--- config.mk ---
export PLATFORM = sky130hd
export DESIGN_NAME = keypad_scan_debounce_flat
export DESIGN_NICKNAME = d
export VERILOG_FILES = /design/src/rtl/keypad_pkg.sv /design/src/rtl/keypad_scan_debounce_if.sv /design/src/rtl/keypad_frame_encoder.sv /design/src/rtl/keypad_scan_debounce.sv /design/src/flat_wrapper.sv
export SDC_FILE = /design/constraint.sdc
export NUM_CORES = 1
export LEC_CHECK = 0
export CAP_MARGIN = 15
export CORE_UTILIZATION = 35
export CTS_BUF_LIST = sky130_fd_sc_hd__clkbuf_8
export DETAILED_ROUTE_END_ITERATION = 10
export HOLD_SLACK_MARGIN = 0.06
export PLACE_DENSITY = 0.57
export SYNTH_ARGS = -nofsm -noshare
export SYNTH_HDL_FRONTEND = slang
export SYNTH_SLANG_ARGS = --single-unit
--- constraint.sdc ---
create_clock -name clk -period 9.35 [get_ports clk]
set_input_delay 0.935 -clock clk [delete_from_list [all_inputs] [get_ports clk]]
set_output_delay 0.935 -clock clk [all_outputs]
set_load 0.02 [all_outputs]
--- src/rtl/keypad_pkg.sv ---
// rtl/keypad_pkg.sv - shared FSM encoding and key map for the keypad scanner
package keypad_pkg;

   localparam logic [3:0] KEY_STAR = 4'hE;
   localparam logic [3:0] KEY_HASH = 4'hF;

   typedef enum logic [1:0] {
      ST_IDLE    = 2'd0,
      ST_PRESSED = 2'd1,
      ST_MULTI   = 2'd2
   } kp_state_e;

   // Indexed by frame bit position col*4+row, so each group of four is one column.
   localparam logic [3:0] KEY_MAP [16] = '{
      4'h1, 4'h4, 4'h7, KEY_STAR,
      4'h2, 4'h5, 4'h8, 4'h0,
      4'h3, 4'h6, 4'h9, KEY_HASH,
      4'hA, 4'hB, 4'hC, 4'hD
   };

endpackage

--- src/rtl/keypad_scan_debounce_if.sv ---
// rtl/keypad_scan_debounce_if.sv - key event bundle from the scanner to the digit-entry logic
interface keypad_scan_debounce_if;

   logic       key_valid;
   logic [3:0] key_code;
   logic       key_held;
   logic       multi_key;

   modport master (output key_valid, key_code, key_held, multi_key);
   modport slave  (input  key_valid, key_code, key_held, multi_key);

endinterface

--- src/rtl/keypad_frame_encoder.sv ---
// rtl/keypad_frame_encoder.sv - maps a 16-bit scan frame to a key code and a saturated key count
module keypad_frame_encoder
   import keypad_pkg::*;
(
   input  logic [15:0] frame_i,
   output logic [3:0]  code_o,
   output logic [1:0]  count_o
);

   // code_o is only meaningful when count_o == 1.
   always_comb begin
      code_o  = 4'h0;
      count_o = 2'd0;
      for (int i = 0; i < 16; i++) begin
         if (frame_i[i]) begin
            code_o  = KEY_MAP[i];
            count_o = (count_o == 2'd0) ? 2'd1 : 2'd2;
         end
      end
   end

endmodule

--- src/rtl/keypad_scan_debounce.sv ---
// rtl/keypad_scan_debounce.sv - 4x4 keypad column scanner with whole-frame debounce and key events
module keypad_scan_debounce
   import keypad_pkg::*;
#(
   parameter int SCAN_DIV       = 1000,
   parameter int DEBOUNCE_SCANS = 4
) (
   input  logic                          clk,
   input  logic                          rst_n,
   input  logic                          ena,
   input  logic [3:0]                    row_in,
   output logic [3:0]                    col_out,
   keypad_scan_debounce_if.master        key_if
);

   localparam int DW = (SCAN_DIV > 2) ? $clog2(SCAN_DIV) : 1;
   localparam int CW = $clog2(DEBOUNCE_SCANS + 1);
   localparam logic [DW-1:0] DWELL_LAST = DW'(SCAN_DIV - 1);
   localparam logic [CW-1:0] CNT_MAX    = CW'(DEBOUNCE_SCANS);

   logic [3:0]    row_s1_q, row_s2_q;
   logic [DW-1:0] dwell_q, dwell_d;
   logic [1:0]    col_q, col_d;
   logic [3:0]    col_out_q;
   logic [15:0]   frame_q, frame_d;
   logic [15:0]   prev_q;
   logic [15:0]   deb_q, deb_d;
   logic [CW-1:0] stable_q, stable_d;
   kp_state_e     state_q, state_d;
   logic          key_valid_q, key_valid_d;
   logic [3:0]    key_code_q, key_code_d;

   logic          dwell_last, frame_end, deb_upd;
   logic [3:0]    enc_code;
   logic [1:0]    enc_count;

   assign dwell_last = (dwell_q == DWELL_LAST);
   assign frame_end  = dwell_last && (col_q == 2'd3);
   assign dwell_d    = dwell_last ? '0 : dwell_q + 1'b1;
   assign col_d      = dwell_last ? col_q + 2'd1 : col_q;

   always_comb begin
      frame_d = frame_q;
      if (dwell_last) begin
         frame_d[{col_q, 2'b00} +: 4] = ~row_s2_q;
      end
   end

   always_comb begin
      if (frame_d == prev_q) begin
         stable_d = (stable_q == CNT_MAX) ? stable_q : stable_q + 1'b1;
      end else begin
         stable_d = CW'(1);
      end
   end

   assign deb_upd = frame_end && (stable_d == CNT_MAX);
   assign deb_d   = deb_upd ? frame_d : deb_q;

   keypad_frame_encoder u_enc (
      .frame_i (deb_d),
      .code_o  (enc_code),
      .count_o (enc_count)
   );

   // The FSM only moves on a debounced-state update, so a held key re-evaluates once per frame.
   always_comb begin
      state_d     = state_q;
      key_valid_d = 1'b0;
      key_code_d  = key_code_q;
      if (deb_upd) begin
         case (state_q)
            ST_IDLE: begin
               if (enc_count == 2'd1) begin
                  state_d     = ST_PRESSED;
                  key_valid_d = 1'b1;
                  key_code_d  = enc_code;
               end else if (enc_count == 2'd2) begin
                  state_d = ST_MULTI;
               end
            end
            ST_PRESSED: begin
               if (enc_count == 2'd0)      state_d = ST_IDLE;
               else if (enc_count == 2'd2) state_d = ST_MULTI;
            end
            ST_MULTI: begin
               if (enc_count == 2'd0) state_d = ST_IDLE;
            end
            default: state_d = ST_IDLE;
         endcase
      end
   end

   always_ff @(posedge clk or negedge rst_n) begin
      if (!rst_n) begin
         row_s1_q    <= 4'hF;
         row_s2_q    <= 4'hF;
         dwell_q     <= '0;
         col_q       <= 2'd0;
         col_out_q   <= 4'b1110;
         frame_q     <= '0;
         prev_q      <= '0;
         deb_q       <= '0;
         stable_q    <= '0;
         state_q     <= ST_IDLE;
         key_valid_q <= 1'b0;
         key_code_q  <= 4'h0;
      end else if (!ena) begin
         row_s1_q    <= 4'hF;
         row_s2_q    <= 4'hF;
         dwell_q     <= '0;
         col_q       <= 2'd0;
         col_out_q   <= 4'hF;
         frame_q     <= '0;
         prev_q      <= '0;
         deb_q       <= '0;
         stable_q    <= '0;
         state_q     <= ST_IDLE;
         key_valid_q <= 1'b0;
      end else begin
         row_s1_q    <= row_in;
         row_s2_q    <= row_s1_q;
         dwell_q     <= dwell_d;
         col_q       <= col_d;
         col_out_q   <= ~(4'b0001 << col_d);
         frame_q     <= frame_d;
         if (frame_end) begin
            prev_q   <= frame_d;
            stable_q <= stable_d;
         end
         deb_q       <= deb_d;
         state_q     <= state_d;
         key_valid_q <= key_valid_d;
         key_code_q  <= key_code_d;
      end
   end

   assign col_out          = col_out_q;
   assign key_if.key_valid = key_valid_q;
   assign key_if.key_code  = key_code_q;
   assign key_if.key_held  = (state_q == ST_PRESSED);
   assign key_if.multi_key = (state_q == ST_MULTI);

endmodule

--- src/flat_wrapper.sv ---
// flat-port wrapper written by rule: the top's interface ports become plain ports
module keypad_scan_debounce_flat import keypad_pkg::*;
#(
   parameter int SCAN_DIV       = 1000,
   parameter int DEBOUNCE_SCANS = 4
)
  (clk, rst_n, ena, row_in, col_out, key_if_key_valid, key_if_key_code, key_if_key_held, key_if_multi_key);
  keypad_scan_debounce_if key_if_i ();
  input  logic clk;
  input  logic rst_n;
  input  logic ena;
  input  logic [3:0] row_in;
  output logic [3:0] col_out;
  output wire logic [$bits(key_if_i.key_valid)-1:0] key_if_key_valid;
  output wire logic [$bits(key_if_i.key_code)-1:0] key_if_key_code;
  output wire logic [$bits(key_if_i.key_held)-1:0] key_if_key_held;
  output wire logic [$bits(key_if_i.multi_key)-1:0] key_if_multi_key;
  assign key_if_key_valid = key_if_i.key_valid;
  assign key_if_key_code = key_if_i.key_code;
  assign key_if_key_held = key_if_i.key_held;
  assign key_if_multi_key = key_if_i.multi_key;
  keypad_scan_debounce #(.SCAN_DIV(SCAN_DIV), .DEBOUNCE_SCANS(DEBOUNCE_SCANS)) u_core (.clk(clk), .rst_n(rst_n), .ena(ena), .row_in(row_in), .col_out(col_out), .key_if(key_if_i));
endmodule
==> impl_metrics.csv <==
group,metric,value,unit
worst_setup_path,endpoint,"u_core.key_if.key_code[2]",
sta,fin_setup_tns,0,ns
cells_and_area,insertedDiodeCount,0,
logic_synthesis,ys_ff_latch,82,
sta,rsz0062_at_grt,"no",
cells_and_area,final_core_util,0.395,
grt,grt.total_usage,0.188,
grt,grt_pass1_vias,4723,
logic_synthesis,syn_inst,642,
logic_synthesis,synth_edf_count,0,
clock_network,clk_pin_slew_worst_paths,0.09,ns
worst_setup_path,cp_top_family,"simple AND/OR/NAND/NOR gates",
clock_network,htreeDepth,3,
sta,drv_slew,0,
cells_and_area,n_fill_cell,1581,
logic_synthesis,synth.most_common_cell,"nor2_1",
cells_and_area,drive_gt1_frac,0.103,
worst_setup_path,worstSetupPathDepth,25,
power,switching_power,0.000155,W
floorplan,die_area,16400,um2
clock_network,postCtsSetupRepairBufs,0,
logic_synthesis,avgSynthCellArea,8.64,um2
logic_synthesis,syn_nets,661,
placement,place.gp.congestion,0.915,
sta,slew_headroom,0.435,
worst_setup_path,r2r-start,"u_core.col_q[0]",
grt,grt_antenna_before_repair,0,
route,ant_nets,0,
sta,period_minus_slack,8.46,ns
power,p_sw_frac,0.249,
logic_synthesis,yosys-top-cells-count,"nor2_1 (88), dfrtp_1 (71), nand2_1 (50), a21oi_1 (42), o21ai_0 (36)",
cells_and_area,multi_input_comb_area,3280,um2
route,drc_errors,0,
clock_network,root_buffer,"clkbuf_8",
sta,setup_viol,0,
clock_network,clockBufferDepth,2,
worst_setup_path,max_stage_delay,0.69,ns
cells_and_area,nNetsFinal,662,
floorplan,initial_core_util,0.362,
clock_network,cts_tree,"done",
sta,fin_worst_skew,0.0101,ns
run_status,outcome,"finished, final reports clean",
worst_setup_path,worstSetupPathType,"reg2reg",
route,wl,14.4,mm
power,combPwrFrac,0.038,
power,pwr-share-seq,0.582,
cells_and_area,regArea,2070,um2
sta,setup_slack,0.890,ns
worst_setup_path,slowest_stage,"dfrtp_1",
worst_setup_path,r2r_end,"u_core.key_if.key_code[2]",
logic_synthesis,synth.distinct_cells,81,
grt,grt_first_pass_wirelength,24.0,mm
run,drv_cap,0,
logic_synthesis,ys.flop_type,"dfrtp_1",
floorplan,die_w,128,um
floorplan,rows,45,
min_path,worstHoldPathType,"reg2reg",
route,drt_iter0_markers,301,
clock_network,ctsResizeCount,0,
worst_setup_path,crit_fanout,31,
grt,grt_max_degree,56,
route,via_per_inst,5.60,
sta,max_freq,118,MHz
placement,dpl.hpwl,10.4,mm
placement,dpl_cell_area,5870,um2
worst_setup_path,critPathBufInv,2,
worst_setup_path,critPathLaunch,"u_core.col_q[0]",
route,first_pass_iters,4,
cells_and_area,final_cell_area,6040,um2
floorplan,io_pins,18,
power,leakage,2.53,nW
logic_synthesis,async_flop_share,1.00,
clock_network,clk_latency,0.38,ns
power,p_int,0.000467,W
sta,finalHoldViolCount,0,
logic_synthesis,synth_top_area_frac,0.320,
power,clkPwrFrac,0.380,
worst_setup_path,cp.arrival,8.72,ns
cells_and_area,area_growth,8.93,%
worst_setup_path,crit_path_end_kind,"flip-flop",
logic_synthesis,synth.cell_area,5550,um2
sta,whs,0.484,ns
clock_network,clkSinkCount,82,
sta,fin_crit_sh,0.905,
worst_setup_path,r2r_setup_slack,0.89,ns
worst_setup_path,reg2reg_depth,25,
power,pwr_density_cell,103,nW/um2
logic_synthesis,ys_seq_area_frac,0.372,
sta,tightest_slew,0.823,ns
power,vdd_drop_max,0.0000546,V
min_path,whs_path_depth,1,
logic_synthesis,synth_area_leaders,"dfrtp_1 (32%), nor2_1 (6.0%), dfstp_2 (5.2%), a21oi_1 (3.8%), nand2_1 (3.4%)",
route,via_count,4812,
route,avgRoutedWirePerCell,16.8,um
floorplan,coreArea,15300,um2
floorplan,die_h,128,um
grt,grt.overflow.total,0,
clock_network,ctsHoldBuffers,0,
worst_setup_path,critPathLaunchType,"flip-flop",
placement,place_ws,1.06,ns
logic_synthesis,synth_area_leader_cell,"dfrtp_1",
placement,portBuffers,17,
logic_synthesis,synth_warnings,0,
clock_network,cts_buffers,9,
worst_setup_path,required,9.61,ns
## logic make-up (layout without fill, tap and decap cells)
group	after synthesis	after routing	synth area share
AOI/OAI and AO/OA	165	165	0.197
xor gates and xnor gates	26	26	0.0410
adders and majority gates	15	15	0.0325
buffers and inverters	47	53	0.0372
DFF	82	82	0.372
muxes	24	24	0.0465
and+or+nand+nor	283	283	0.274
## per-stage QoR
stage	std cells	power [W]
6_report	859	0.000621
5_1_grt	859	0.000650
4_1_cts	859	0.000633
3_5_place_dp	843	0.000393
3_3_place_gp	843	0.000393
2_1_floorplan	642	0.000378
## flip-flops by register name (all words and copies together) (netlist names), 3 cells and up
signal / count
u_core.prev_q: 16
u_core.row_s1_q: 4
u_core.col_out: 4
u_core.deb_q: 16
u_core.dwell_q: 10
u_core.stable_q: 3
u_core.row_s2_q: 4
u_core.key_if.key_code: 4
u_core.frame_q: 16
## layer usage
metal / GRT usage / share of wire / vias to the layer above / wire (um)
li1: - / - / 2342 / -
met1: 0.258 / 0.48 / 2314 / 6980
met4: 0.0727 / 0.022 / 0 / 316
met2: 0.294 / 0.45 / 134 / 6450
met3: 0.0338 / 0.046 / 22 / 664
met5: 0 / 0 / - / 0
## worst min-delay path by stage
stage,from,to,slack [ns]
6_report,u_core.dwell_q[0],u_core.dwell_q[0],0.48
5_1_grt,u_core.row_s1_q[0],u_core.row_s2_q[0],0.50
4_1_cts,rst_n,u_core.col_out[0],0.49
3_5_place_dp,u_core.row_s1_q[0],u_core.row_s2_q[0],0.48
3_3_place_gp,u_core.row_s1_q[0],u_core.row_s2_q[0],0.47
2_1_floorplan,u_core.dwell_q[0],u_core.dwell_q[0],0.46
## cell type report
| type | instances | area share |
|---|---|---|
| clock buffers | 10 | 0.0228 |
| repair buffers | 22 | 0.0340 |
| flip-flops and latches | 82 | 0.342 |
| inverters | 15 | 0.00932 |
| well taps | 211 | 0.0437 |
| clock inverters | 6 | 0.00559 |
| multi-input cells | 513 | 0.543 |
## power groups by stage
| stage | Combinational (W) | Clock, W | Sequential [W] |
|---|---|---|---|
| after floorplan | 0.0000112 | 0 | 0.000367 |
| after global routing | 0.0000271 | 0.000261 | 0.000362 |
| after CTS | 0.0000245 | 0.000246 | 0.000362 |
| after global placement | 0.0000241 | 0 | 0.000368 |
| after detailed placement | 0.0000245 | 0 | 0.000369 |
| final | 0.0000237 | 0.000236 | 0.000362 |
## placed cells by master, fill, tap and decap left out, types with 7 or more instances in the layout
master | synthesis | final
a211oi_1 | 18 | 18
a21oi_1 | 42 | 42
clkbuf_8 | 0 | 10
clkdlybuf4s50_1 | 0 | 16
dfrtp_1 | 71 | 71
dfstp_2 | 11 | 11
ha_1 | 12 | 12
inv_1 | 15 | 16
mux2_2 | 10 | 10
mux2i_1 | 13 | 13
nand2_1 | 50 | 50
nand2b_1 | 25 | 25
nand3_1 | 18 | 18
nand4_1 | 8 | 8
nor2_1 | 88 | 88
nor3_1 | 19 | 18
nor3b_1 | 7 | 7
nor4_1 | 7 | 7
nor4b_1 | 7 | 7
o21a_1 | 8 | 8
o21ai_0 | 36 | 36
or3_1 | 8 | 8
xnor2_1 | 15 | 15
xor2_1 | 11 | 11
(Power assumes the default switching activity.)
